==> src/rtl/uart_pkg.sv <==
// Shared types and constants for the flow-controlled UART core.
package uart_pkg;

    localparam int unsigned OVERSAMPLE = 16;

    localparam int unsigned ST_TX_FULL    = 0;
    localparam int unsigned ST_TX_EMPTY   = 1;
    localparam int unsigned ST_RX_FULL    = 2;
    localparam int unsigned ST_RX_EMPTY   = 3;
    localparam int unsigned ST_RX_OVERRUN = 4;
    localparam int unsigned ST_RX_TIMEOUT = 5;
    localparam int unsigned ST_TX_BUSY    = 6;
    localparam int unsigned ST_CTS_STALL  = 7;

    typedef enum logic [2:0] {
        RX_IDLE,
        RX_START,
        RX_DATA,
        RX_PARITY,
        RX_STOP,
        RX_BRK_WAIT
    } rx_state_t;

    typedef enum logic [2:0] {
        TX_IDLE,
        TX_START,
        TX_DATA,
        TX_PARITY,
        TX_STOP
    } tx_state_t;

endpackage

==> src/rtl/uart_sync_fifo.sv <==
// Single-clock FIFO with occupancy count; a write on a full FIFO succeeds
// only when a read is accepted in the same cycle.
module uart_sync_fifo
    import uart_pkg::*;
#(
    parameter int unsigned WIDTH = 8,
    parameter int unsigned AW    = 4
) (
    input  logic             clk,
    input  logic             rst,
    input  logic             wr_en,
    input  logic [WIDTH-1:0] wr_data,
    input  logic             rd_en,
    output logic [WIDTH-1:0] rd_data,
    output logic             full,
    output logic             empty,
    output logic [AW:0]      level
);

    localparam int unsigned DEPTH = 2 ** AW;

    logic [WIDTH-1:0] mem_q [DEPTH];
    logic [AW-1:0]    wptr_q;
    logic [AW-1:0]    rptr_q;
    logic [AW:0]      level_q;
    logic             do_wr;
    logic             do_rd;

    assign full    = (level_q == (AW+1)'(DEPTH));
    assign empty   = (level_q == '0);
    assign level   = level_q;
    assign rd_data = mem_q[rptr_q];
    assign do_rd   = rd_en && !empty;
    assign do_wr   = wr_en && (!full || do_rd);

    always_ff @(posedge clk) begin
        if (do_wr) begin
            mem_q[wptr_q] <= wr_data;
        end
    end

    always_ff @(posedge clk or posedge rst) begin
        if (rst) begin
            wptr_q  <= '0;
            rptr_q  <= '0;
            level_q <= '0;
        end else begin
            if (do_wr) begin
                wptr_q <= wptr_q + AW'(1);
            end
            if (do_rd) begin
                rptr_q <= rptr_q + AW'(1);
            end
            case ({do_wr, do_rd})
                2'b10:   level_q <= level_q + (AW+1)'(1);
                2'b01:   level_q <= level_q - (AW+1)'(1);
                default: level_q <= level_q;
            endcase
        end
    end

endmodule

==> src/rtl/uart_core_fc.sv <==
// UART core with TX/RX FIFOs, optional parity, RTS/CTS flow control,
// RX idle timeout and sticky overrun/timeout status.
module uart_core_fc
    import uart_pkg::*;
#(
    parameter int unsigned DATA_W     = 8,
    parameter int unsigned FIFO_AW    = 4,
    parameter int unsigned PARITY_EN  = 0,
    parameter int unsigned PARITY_ODD = 0,
    parameter int unsigned RTS_THRESH = 2 ** FIFO_AW - 2,
    parameter int unsigned TOUT_BITS  = 32
) (
    input  logic              clk,
    input  logic              reset,
    input  logic              uart_en,
    input  logic [15:0]       uart_baudgen,
    input  logic              uart_write,
    input  logic [DATA_W-1:0] uart_data_write,
    input  logic              uart_read,
    input  logic              uart_clr,
    output logic [DATA_W-1:0] uart_data_read,
    output logic [1:0]        uart_rx_err,
    output logic [7:0]        uart_status,
    output logic [FIFO_AW:0]  uart_tx_level,
    output logic [FIFO_AW:0]  uart_rx_level,
    input  logic              rx,
    input  logic              cts_n,
    output logic              tx,
    output logic              rts_n
);

    localparam logic [3:0]     LAST_TICK  = 4'(OVERSAMPLE - 1);
    localparam logic [3:0]     HALF_TICK  = 4'(OVERSAMPLE / 2 - 1);
    localparam logic [3:0]     LAST_BIT   = 4'(DATA_W - 1);
    localparam int unsigned    TOUT_TICKS = TOUT_BITS * OVERSAMPLE;
    localparam int unsigned    TW         = $clog2(TOUT_TICKS + 1);
    localparam logic [FIFO_AW:0] RTS_LVL  = (FIFO_AW+1)'(RTS_THRESH);
    localparam logic           ODD        = (PARITY_ODD != 0);

    // Baud generator
    logic [15:0] baud_q, baud_d;
    logic        tick;

    always_comb begin
        baud_d = baud_q + 16'd1;
        tick   = 1'b0;
        if (!uart_en) begin
            baud_d = '0;
        end else if (baud_q >= uart_baudgen) begin
            baud_d = '0;
            tick   = 1'b1;
        end
    end

    // Synchronisers
    logic [1:0] rx_sync_q, cts_sync_q;
    logic       rx_s, cts_s;
    assign rx_s  = rx_sync_q[1];
    assign cts_s = cts_sync_q[1];

    // FIFOs
    logic                tx_full, tx_empty, tx_pop;
    logic [DATA_W-1:0]   tx_head;
    logic                rx_full, rx_empty, rx_push;
    logic [DATA_W+1:0]   rx_head, rx_word;

    uart_sync_fifo #(.WIDTH(DATA_W), .AW(FIFO_AW)) u_tx_fifo (
        .clk     (clk),
        .rst     (reset),
        .wr_en   (uart_write),
        .wr_data (uart_data_write),
        .rd_en   (tx_pop),
        .rd_data (tx_head),
        .full    (tx_full),
        .empty   (tx_empty),
        .level   (uart_tx_level)
    );

    uart_sync_fifo #(.WIDTH(DATA_W + 2), .AW(FIFO_AW)) u_rx_fifo (
        .clk     (clk),
        .rst     (reset),
        .wr_en   (rx_push),
        .wr_data (rx_word),
        .rd_en   (uart_read),
        .rd_data (rx_head),
        .full    (rx_full),
        .empty   (rx_empty),
        .level   (uart_rx_level)
    );

    // RX FSM
    rx_state_t         rx_state_q, rx_state_d;
    logic [3:0]        rx_tick_q, rx_tick_d;
    logic [3:0]        rx_bit_q, rx_bit_d;
    logic [DATA_W-1:0] rx_shift_q, rx_shift_d;
    logic              rx_par_q, rx_par_d;
    logic              start_det;
    logic              par_err;

    assign par_err = (PARITY_EN != 0) && ((^rx_shift_q ^ rx_par_q) != ODD);
    assign rx_word = {par_err, !rx_s, rx_shift_q};

    always_comb begin
        rx_state_d = rx_state_q;
        rx_tick_d  = rx_tick_q;
        rx_bit_d   = rx_bit_q;
        rx_shift_d = rx_shift_q;
        rx_par_d   = rx_par_q;
        rx_push    = 1'b0;
        start_det  = 1'b0;
        if (!uart_en) begin
            rx_state_d = RX_IDLE;
        end else begin
            case (rx_state_q)
                RX_IDLE: begin
                    if (!rx_s) begin
                        rx_state_d = RX_START;
                        rx_tick_d  = '0;
                        start_det  = 1'b1;
                    end
                end
                RX_START: begin
                    if (tick) begin
                        rx_tick_d = rx_tick_q + 4'd1;
                        if (rx_tick_q == HALF_TICK) begin
                            rx_tick_d  = '0;
                            rx_bit_d   = '0;
                            rx_state_d = rx_s ? RX_IDLE : RX_DATA;
                        end
                    end
                end
                RX_DATA: begin
                    if (tick) begin
                        rx_tick_d = rx_tick_q + 4'd1;
                        if (rx_tick_q == LAST_TICK) begin
                            rx_shift_d = {rx_s, rx_shift_q[DATA_W-1:1]};
                            rx_bit_d   = rx_bit_q + 4'd1;
                            if (rx_bit_q == LAST_BIT) begin
                                rx_state_d = (PARITY_EN != 0) ? RX_PARITY : RX_STOP;
                            end
                        end
                    end
                end
                RX_PARITY: begin
                    if (tick) begin
                        rx_tick_d = rx_tick_q + 4'd1;
                        if (rx_tick_q == LAST_TICK) begin
                            rx_par_d   = rx_s;
                            rx_state_d = RX_STOP;
                        end
                    end
                end
                RX_STOP: begin
                    if (tick) begin
                        rx_tick_d = rx_tick_q + 4'd1;
                        if (rx_tick_q == LAST_TICK) begin
                            rx_push    = 1'b1;
                            rx_state_d = rx_s ? RX_IDLE : RX_BRK_WAIT;
                        end
                    end
                end
                RX_BRK_WAIT: begin
                    if (rx_s) begin
                        rx_state_d = RX_IDLE;
                    end
                end
                default: rx_state_d = RX_IDLE;
            endcase
        end
    end

    // TX FSM
    tx_state_t         tx_state_q, tx_state_d;
    logic [3:0]        tx_tick_q, tx_tick_d;
    logic [3:0]        tx_bit_q, tx_bit_d;
    logic [DATA_W-1:0] tx_shift_q, tx_shift_d;
    logic              tx_par_q, tx_par_d;
    logic              tx_q, tx_d;

    always_comb begin
        tx_state_d = tx_state_q;
        tx_tick_d  = tx_tick_q;
        tx_bit_d   = tx_bit_q;
        tx_shift_d = tx_shift_q;
        tx_par_d   = tx_par_q;
        tx_pop     = 1'b0;
        if (!uart_en) begin
            tx_state_d = TX_IDLE;
        end else begin
            case (tx_state_q)
                TX_IDLE: begin
                    if (tick && !tx_empty && !cts_s) begin
                        tx_pop     = 1'b1;
                        tx_shift_d = tx_head;
                        tx_par_d   = ^tx_head ^ ODD;
                        tx_tick_d  = '0;
                        tx_bit_d   = '0;
                        tx_state_d = TX_START;
                    end
                end
                TX_START: begin
                    if (tick) begin
                        tx_tick_d = tx_tick_q + 4'd1;
                        if (tx_tick_q == LAST_TICK) begin
                            tx_state_d = TX_DATA;
                        end
                    end
                end
                TX_DATA: begin
                    if (tick) begin
                        tx_tick_d = tx_tick_q + 4'd1;
                        if (tx_tick_q == LAST_TICK) begin
                            tx_shift_d = tx_shift_q >> 1;
                            tx_bit_d   = tx_bit_q + 4'd1;
                            if (tx_bit_q == LAST_BIT) begin
                                tx_state_d = (PARITY_EN != 0) ? TX_PARITY : TX_STOP;
                            end
                        end
                    end
                end
                TX_PARITY: begin
                    if (tick) begin
                        tx_tick_d = tx_tick_q + 4'd1;
                        if (tx_tick_q == LAST_TICK) begin
                            tx_state_d = TX_STOP;
                        end
                    end
                end
                TX_STOP: begin
                    if (tick) begin
                        tx_tick_d = tx_tick_q + 4'd1;
                        if (tx_tick_q == LAST_TICK) begin
                            tx_state_d = TX_IDLE;
                        end
                    end
                end
                default: tx_state_d = TX_IDLE;
            endcase
        end
        // Line level follows the next state so tx changes on the same edge as the FSM.
        case (tx_state_d)
            TX_START:  tx_d = 1'b0;
            TX_DATA:   tx_d = tx_shift_d[0];
            TX_PARITY: tx_d = tx_par_d;
            default:   tx_d = 1'b1;
        endcase
    end

    // Sticky flags and idle timeout
    logic          ovr_q, ovr_d;
    logic          tmo_q, tmo_d;
    logic [TW-1:0] tout_q, tout_d;
    logic          tout_set;
    logic          rts_q;

    always_comb begin
        tout_d   = tout_q;
        tout_set = 1'b0;
        if ((rx_state_q != RX_IDLE) || start_det || uart_read || rx_empty) begin
            tout_d = '0;
        end else if (tick && (tout_q != TW'(TOUT_TICKS))) begin
            tout_d   = tout_q + TW'(1);
            tout_set = (tout_q == TW'(TOUT_TICKS - 1));
        end
        ovr_d = ovr_q;
        if (rx_push && rx_full && !uart_read) begin
            ovr_d = 1'b1;
        end else if (uart_clr) begin
            ovr_d = 1'b0;
        end
        tmo_d = tmo_q;
        if (tout_set) begin
            tmo_d = 1'b1;
        end else if (uart_clr || uart_read) begin
            tmo_d = 1'b0;
        end
    end

    always_ff @(posedge clk or posedge reset) begin
        if (reset) begin
            baud_q     <= '0;
            rx_sync_q  <= '1;
            cts_sync_q <= '1;
            rx_state_q <= RX_IDLE;
            rx_tick_q  <= '0;
            rx_bit_q   <= '0;
            rx_shift_q <= '0;
            rx_par_q   <= 1'b0;
            tx_state_q <= TX_IDLE;
            tx_tick_q  <= '0;
            tx_bit_q   <= '0;
            tx_shift_q <= '0;
            tx_par_q   <= 1'b0;
            tx_q       <= 1'b1;
            ovr_q      <= 1'b0;
            tmo_q      <= 1'b0;
            tout_q     <= '0;
            rts_q      <= 1'b0;
        end else begin
            baud_q     <= baud_d;
            rx_sync_q  <= {rx_sync_q[0], rx};
            cts_sync_q <= {cts_sync_q[0], cts_n};
            rx_state_q <= rx_state_d;
            rx_tick_q  <= rx_tick_d;
            rx_bit_q   <= rx_bit_d;
            rx_shift_q <= rx_shift_d;
            rx_par_q   <= rx_par_d;
            tx_state_q <= tx_state_d;
            tx_tick_q  <= tx_tick_d;
            tx_bit_q   <= tx_bit_d;
            tx_shift_q <= tx_shift_d;
            tx_par_q   <= tx_par_d;
            tx_q       <= tx_d;
            ovr_q      <= ovr_d;
            tmo_q      <= tmo_d;
            tout_q     <= tout_d;
            rts_q      <= (uart_rx_level >= RTS_LVL);
        end
    end

    assign tx             = tx_q;
    assign rts_n          = rts_q;
    assign uart_data_read = rx_empty ? '0 : rx_head[DATA_W-1:0];
    assign uart_rx_err    = rx_empty ? '0 : rx_head[DATA_W+1:DATA_W];

    always_comb begin
        uart_status                = '0;
        uart_status[ST_TX_FULL]    = tx_full;
        uart_status[ST_TX_EMPTY]   = tx_empty;
        uart_status[ST_RX_FULL]    = rx_full;
        uart_status[ST_RX_EMPTY]   = rx_empty;
        uart_status[ST_RX_OVERRUN] = ovr_q;
        uart_status[ST_RX_TIMEOUT] = tmo_q;
        uart_status[ST_TX_BUSY]    = (tx_state_q != TX_IDLE);
        uart_status[ST_CTS_STALL]  = !tx_empty && cts_s && (tx_state_q == TX_IDLE);
    end

endmodule

==> config.mk <==
export PLATFORM = sky130hd
export DESIGN_NAME = uart_core_fc
export DESIGN_NICKNAME = d
export VERILOG_FILES = /design/src/rtl/uart_pkg.sv /design/src/rtl/uart_sync_fifo.sv /design/src/rtl/uart_core_fc.sv
export SDC_FILE = /design/constraint.sdc
export NUM_CORES = 1
export LEC_CHECK = 0
export CAP_MARGIN = 20
export CORE_ASPECT_RATIO = 0.9
export CORE_UTILIZATION = 49
export CTS_BUF_LIST = sky130_fd_sc_hd__clkbuf_4 sky130_fd_sc_hd__clkbuf_8 sky130_fd_sc_hd__clkbuf_16
export DETAILED_ROUTE_END_ITERATION = 16
export GPL_TIMING_DRIVEN = 0
export HOLD_SLACK_MARGIN = 0.08
export PLACE_DENSITY = 0.72
export SLEW_MARGIN = 20
export SYNTH_ARGS = -nofsm -noshare
export SYNTH_HDL_FRONTEND = slang
export SYNTH_HIERARCHICAL = 1
export SYNTH_SLANG_ARGS = --single-unit
==> constraint.sdc <==
create_clock -name clk -period 5.25 [get_ports clk]
set_input_delay 0.7875 -clock clk [delete_from_list [all_inputs] [get_ports clk]]
set_output_delay 0.7875 -clock clk [all_outputs]
set_load 0.02 [all_outputs]
* Word level (Yosys, flattened, before mapping)
Memory sizes are Yosys's and may differ from the RTL's.
Index checks and enable logic that the tools add are counted.
** Cells by class
- Reduce and logical (&&, ||, !) cells :: 48
- Multiply operators :: 0
- Shifts and indexed selects :: 0
- Equality and inequality tests :: 46
- Add/sub/neg operators :: 14
- Div/mod/pow operators :: 0
- Multiplexer cells :: 82
- Bitwise gates (word level) :: 0
- Order comparisons :: 2
** Operators by type and width (count)
- 3-bit 2-to-1 mux :: 24
- 4-bit 2-to-1 mux :: 12
- 3-bit inequality test (second input constant) :: 11
- 4-bit by 1-bit adder with 4-bit output (second input constant) :: 8
- 16-bit 2-to-1 mux :: 2
- 8-bit 2-to-1 mux :: 4
- 1-bit 2-to-1 mux :: 26
- 4-bit case mux with 2 select lines :: 3
- 10-bit 2-to-1 mux :: 2
- 5-bit case mux with 2 select lines :: 2
- 3-bit by 2-bit == test with 1-bit output (second input constant) :: 6
- 3-bit case mux with 6 select lines :: 1
- 16-bit by 1-bit adder with 16-bit output (second input constant) :: 1
- 16-bit >= comparator :: 1
- 2-bit inequality test (second input constant) :: 8
- 8-bit case mux with 2 select lines :: 1
- 2-bit nonzero test :: 8
- 3-bit case mux with 5 select lines :: 1
- 4-bit by 3-bit == test with 1-bit output (second input constant) :: 3
- 4-bit case mux with 3 select lines :: 1
- 1-bit logical AND :: 11
- 11-bit AND reduction :: 1
- 10-bit by 1-bit adder with 10-bit output (second input constant) :: 1
- 5-bit by 1-bit adder with 5-bit output (second input constant) :: 2
- 24 further kinds :: 52
** Storage, ports and cells
- Bits in read-only memories :: 0
- Output and inout port bits :: 30
- Bits in latches :: 0
- Register bits :: 99
- Bits in writable memories :: 272
- Memories kept :: 2
** Memory list
- u_rx_fifo.mem_q :: depth 16, width 9, read ports 1, clocked after memory_dff 0, write ports 1, RTL line uart_sync_fifo.sv:22 : logic [WIDTH-1:0] mem_q [DEPTH];
- u_tx_fifo.mem_q :: depth 16, width 8, read ports 1, clocked after memory_dff 0, write ports 1, RTL line uart_sync_fifo.sv:22

* Logic depth before layout (Yosys ltp)
- Depth after elaboration :: 13
- Mapped depth :: 17
- Depth with buffers taken out :: 14

* By module
Netlist, hierarchy kept.
** By module, submodules not included
- uart_sync_fifo (u_rx_fifo) :: area an instance 6935.4 um^2, times used 1, cells each 346
- uart_sync_fifo (u_tx_fifo) :: area an instance 5935.7 um^2, times used 1, cells each 294
- uart_core_fc :: area an instance 4154.0 um^2, times used 1, cells each 443

* Worst setup path before layout
Ideal clock, no wire load.
- Kind :: input port to flip-flop
- Start :: input port uart_baudgen[15]
- End :: register u_tx_fifo.level_q[3] (netlist: u_tx_fifo/level[3])
- Stages :: 17
- Path buffers :: 3
- Arrival :: 4394 ps
- Slack :: 725 ps
- Cell sequence :: inv_1 -> ha_1 -> nand4_1 -> nor3_2 -> a32oi_2 -> and3_1 -> buf_2 -> nor3_1 -> clkbuf_1 -> clkbuf_1 -> nand2b_1 -> a21oi_1 -> ha_1 -> and3_1 -> or3_1 -> a32oi_1 -> nand3_1
** On the way
- Longest elaborated chain between the ends :: 13
** Ends and longest elaborated chain
- start, declared :: RTL line uart_core_fc.sv:16 : input logic [15:0] uart_baudgen,
- 16-bit >= comparator (*) :: RTL line uart_core_fc.sv:49 : end else if (baud_q >= uart_baudgen) begin
- 1-bit 2-to-1 mux (*) :: RTL line uart_core_fc.sv:49
- 1-bit 2-to-1 mux (*) :: RTL line uart_core_fc.sv:47 : if (!uart_en) begin
- 1-bit logical AND (*) (2 in a row) :: RTL line uart_core_fc.sv:192 : if (tick && !tx_empty && !cts_s) begin
- 1-bit 2-to-1 mux (*) :: RTL line uart_core_fc.sv:192
- 1-bit 2-to-1 mux (*) :: RTL line uart_core_fc.sv:190 : case (tx_state_q)
- 1-bit 2-to-1 mux (*) :: RTL line uart_core_fc.sv:187 : if (!uart_en) begin
- named net tx_pop :: RTL line uart_core_fc.sv:62 : logic tx_full, tx_empty, tx_pop;
- 1-bit logical AND (*) :: RTL line uart_sync_fifo.sv:33 : assign do_rd = rd_en && !empty;
- 1-bit logical OR :: RTL line uart_sync_fifo.sv:34 : assign do_wr = wr_en && (!full || do_rd);
- 1-bit logical AND :: RTL line uart_sync_fifo.sv:34
- 2-bit by 1-bit == test with 1-bit output / 2-bit == test (equally long branches) :: RTL line uart_sync_fifo.sv:54 : case ({do_wr, do_rd})
- 5-bit case mux with 2 select lines / 2-bit nonzero test (equally long branches)
- end signal, assigned :: RTL line uart_sync_fifo.sv:55 : 2'b10: level_q <= level_q + (AW+1)'(1);
- end signal, assigned :: RTL line uart_sync_fifo.sv:56 : 2'b01: level_q <= level_q - (AW+1)'(1);
- end signal, assigned :: RTL line uart_sync_fifo.sv:57 : default: level_q <= level_q;
- end, declared :: RTL line uart_sync_fifo.sv:25 : logic [AW:0] level_q;
The timed path passes the listed nets; every way through them passes the cells marked *.
A chain may end at the register's enable or synchronous reset.

* Worst setup path after layout
- Start :: input port uart_baudgen[14]
- End :: memory u_rx_fifo/mem_q[3][1] in the netlist's numbering (enable)
** On the way
- Longest elaborated chain between the ends :: 9
** Ends and longest elaborated chain
- 16-bit >= comparator :: RTL line uart_core_fc.sv:49
- 1-bit 2-to-1 mux :: RTL line uart_core_fc.sv:49
- 1-bit 2-to-1 mux :: RTL line uart_core_fc.sv:47
- 1-bit 2-to-1 mux :: RTL line uart_core_fc.sv:154 : if (tick) begin
- 1-bit 2-to-1 mux :: RTL line uart_core_fc.sv:114 : case (rx_state_q)
- 1-bit 2-to-1 mux :: RTL line uart_core_fc.sv:111 : if (!uart_en) begin
- named net rx_push :: RTL line uart_core_fc.sv:64 : logic rx_full, rx_empty, rx_push;
- 1-bit logical AND :: RTL line uart_sync_fifo.sv:34
- 1-bit 2-to-1 mux :: RTL line uart_sync_fifo.sv:37 : if (do_wr) begin
- 1-bit 2-to-1 mux (implied by the code) :: RTL line uart_sync_fifo.sv:38 : mem_q[wptr_q] <= wr_data;
- end, declared :: RTL line uart_sync_fifo.sv:22
The timed path passes the listed nets, and every way through them passes these cells.

==> flow_metrics.env <==
export IMPL_grt_first_pass_wirelength_um=53800
export IMPL_clock_latency_ns=0.54
export IMPL_dp_hpwl_um=22700
export IMPL_rsz0062_at_grt="false"
export IMPL_fill_cells=2673
export IMPL_synthArstFlopShare=0.256
export IMPL_clk_pin_slew_worst_paths_ns=0.06
export IMPL_wirelength_um=34600
export IMPL_drc=0
export IMPL_slowest_delay_ns=0.76
export IMPL_die_h_um=179
export IMPL_syn_to_final_growth_pct=15.5
export IMPL_synthTopCellsByArea="edfxtp_1, dfrtp_1, mux4_2"
export IMPL_sw_frac_of_total=0.275
export IMPL_layout_setup_ws_ns=0.447
export IMPL_clock_sinks=387
export IMPL_layout_min_cycle_time_ns=4.80
export IMPL_max_freq_mhz=208
export IMPL_period_share=0.915
export IMPL_final_common_cell="edfxtp_1"
export IMPL_yosysUniqueCellTypes=72
export IMPL_netlist_top_cell_by_area="edfxtp_1"
export IMPL_wl_per_cell_um=20.4
export IMPL_ios=62
export IMPL_pwr_share_comb=0.216
export IMPL_wl_met2_um=16600
export IMPL_holdWs_ns=0.359
export IMPL_mappedNetlistArea_um2=17000
export IMPL_ys_flop_type="edfxtp_1"
export IMPL_path_cells="clkdlybuf4s50_1 -> inv_1 -> ha_1 -> nand4_1 -> nor3_2 -> a32oi_2 -> and3_1 -> buf_2 -> nor4_1 -> clkbuf_1 -> nor4bb_1 -> and2_1"
export IMPL_grt_max_degree=39
export IMPL_antenna_found_initial=1
export IMPL_cp_depth=12
export IMPL_via_per_inst=5.69
export IMPL_ys_ff_latch=387
export IMPL_syn_inst=1083
export IMPL_seq_area_frac_synth=0.654
export IMPL_critPathKind="in -> reg"
export IMPL_htreeDepth=2
export IMPL_outcome="finished clean"
export IMPL_power_density_nw_per_um2=416
export IMPL_die_area_um2=35500
export IMPL_worstPathArrival_ns=4.97
export IMPL_cts_tree="yes"
export IMPL_yosysWarnings=6
export IMPL_core_um2=34100
export IMPL_gp_congestion=0.850
export IMPL_routed_top_layer="met5"
export IMPL_drv_slew=0
export IMPL_row_count=64
export IMPL_first_iter_violations=750
export IMPL_antenna_left=0
export IMPL_yosys_area_top_type_share=0.508
export IMPL_most_common_layout_cells="edfxtp_1, dfrtp_1, clkdlybuf4s50_1"
export IMPL_cts_buffers=40
export IMPL_pwr_share_seq=0.442
export IMPL_startpoint_type="input pin"
export IMPL_tns_ns=0
export IMPL_io_buffers=61
export IMPL_gr_total_overflow=0
export IMPL_avgSynthCellArea_um2=15.7
export IMPL_cts_buffer_depth=3
export IMPL_worst_pin_slew_ns=0.859
export IMPL_p_leak_uw=0.00741
export IMPL_cp_data_required_time_ns=5.42
export IMPL_setup_viol=0
export IMPL_grt_pass1_vias=9501
export IMPL_dr_pass1_iters=6
export IMPL_wl_met1_um=15300
export IMPL_finalHoldViolCount=0
export IMPL_cts_hold_buf=0
export IMPL_place_worst_setup_slack_ns=-0.571
export IMPL_synth_edf_count=288
export IMPL_crit_buf_inv=4
export IMPL_grt_usage=0.201
export IMPL_switching_power_uw=2250
export IMPL_power_internal_uw=5930
export IMPL_max_cap_viol_count=0
export IMPL_clock_root_buffer="clkbuf_16"
export IMPL_die_w_um=198
export IMPL_vias=9656
export IMPL_relSlewSlack=0.422
export IMPL_start_util=0.499
export IMPL_ir_worst_vdd_mv=0.289
export IMPL_layout_nets=1278
export IMPL_min_path_cells=0
export IMPL_route_met3_wl_um=2160
export IMPL_skew_ns=0.0247
export IMPL_cp_end_kind="flip-flop"
export IMPL_final_util=0.576
export IMPL_r2r_cells=10
export IMPL_hp_class="reg -> reg"
export IMPL_pwr_share_clk=0.342
export IMPL_path_delay_family="simple AND/OR/NAND/NOR gates"
export IMPL_antennaDiodeCount=0
export IMPL_drive_gt1_frac=0.135
export IMPL_crit_path_top_delay_cell="nor4_1"
export IMPL_crit_fanout=10
sequential cells by signal, summed over array words and instances, names as in the netlist, 2 cells and up:
signal and flops:
u_rx_fifo/mem_q 160, u_tx_fifo/mem_q 128, baud_q 16, tout_q 10, rx_shift_q 8, tx_shift_q 8, u_rx_fifo/level 5, u_tx_fifo/level 5
rx_bit_q 4, rx_tick_q 4, tx_bit_q 4, tx_tick_q 4, u_rx_fifo/rptr_q 4, u_rx_fifo/wptr_q 4, u_tx_fifo/rptr_q 4, u_tx_fifo/wptr_q 4
rx_state_q 3, tx_state_q 3, cts_sync_q 2, rx_sync_q 2
cells by family after synthesis:
group	count (synthesis)	share of synthesized area
AO/OA/AOI/OAI	123	0.0511
XOR/XNOR	49	0.0252
adder cells (fa/ha/maj)	41	0.0310
buffers and inverters	94	0.0246
flip-flops	387	0.654
multiplexers	98	0.124
other	1	0.000220
AND/OR/NAND/NOR	290	0.0902
power groups by stage:
| stage | clock, uW | sequential, uW | combinational (uW) |
|---|---|---|---|
| final | 2800 | 3620 | 1770 |
| after detailed placement | 0 | 3670 | 1760 |
| after CTS | 2860 | 3620 | 1770 |
| after global placement | 0 | 3670 | 1720 |
| after global routing | 2980 | 3640 | 1910 |
| after floorplan | 0 | 3690 | 1130 |
worst reg2reg max path, stage by stage, from the launching register on:
cell and delay (ns):
dfrtp_1 0.43, ha_1 0.32, nand4_1 0.13, nor3_2 0.28, a32oi_2 0.24, and3_1 0.24
buf_2 0.18, nor4_1 0.76, clkbuf_1 0.42, nor4bb_1 0.50, and2_1 0.63
per-layer routing:
layer | global-route usage | up-vias
met5 | 0 | -
met3 | 0.0314 | 52
met2 | 0.323 | 302
li1 | - | 4421
met1 | 0.288 | 4879
met4 | 0.0503 | 2
area by class of cell:
class	instances	area, um^2	share of cell area
well taps	462	578	0.0294
repair buffers	66	653	0.0332
plain buffers	47	244	0.0124
multi-input cells	617	5560	0.283
flip-flops and latches	387	11100	0.566
clock inverters	15	165	0.00840
inverters	46	175	0.00891
clock buffers	56	1150	0.0585
path summary, 6_finish.rpt:
| kind | slack, ns | from | endpoint |
|---|---|---|---|
| setup / recovery | 0.45 | uart_baudgen[14] | u_rx_fifo/mem_q[3][1] |
| hold / removal | 0.36 | cts_sync_q[0] | cts_sync_q[1] |
| setup reg to reg | 0.75 | baud_q[13] | u_rx_fifo/mem_q[3][1] |
| hold reg to reg | 0.36 | cts_sync_q[0] | cts_sync_q[1] |
| max in group asynchronous | 3.87 | reset | cts_sync_q[1] |
| min in group asynchronous | 0.75 | reset | rts_n |
stage by stage:
stage / power [uW] / cell area [um^2] / cells
floorplan: 4820 / 17100 / 1098
global placement: 5390 / 18300 / 1621
detailed placement: 5440 / 18300 / 1626
CTS: 8250 / 19700 / 1697
global route: 8520 / 19700 / 1696
finish: 8190 / 19700 / 1696
cell usage after synthesis, types with 5 or more instances:
master    number
buf_2          8
a32oi_1        9
o21ai_1        5
and3_1        16
a21oi_1       19
nand3_1       32
a31oi_1        5
nor3_1         9
nor3b_1        8
nor4_1         8
and2_1        28
nor2b_1       18
clkbuf_1      27
nor2_1        55
mux2_1         8
edfxtp_1     288
nand4_1       16
mux2i_1        8
xnor2_1       32
or4_1          5
mux4_2        50
nand2_1       60
dfstp_2        5
xor2_1        17
dfrtp_1       94
a22oi_1       20
o211ai_1      10
ha_1          39
mux4_1        30
o21ai_0       17
inv_1         46
a21o_1         6
nand2b_1      15
buf_4          6
timing repair:
action / CTS / global route
gates resized for setup: 1 / 1
setup buffers: 0 / 0
setup endpoints to repair: 1 / 11
No activity file was read; power rests on OpenSTA's default activity.
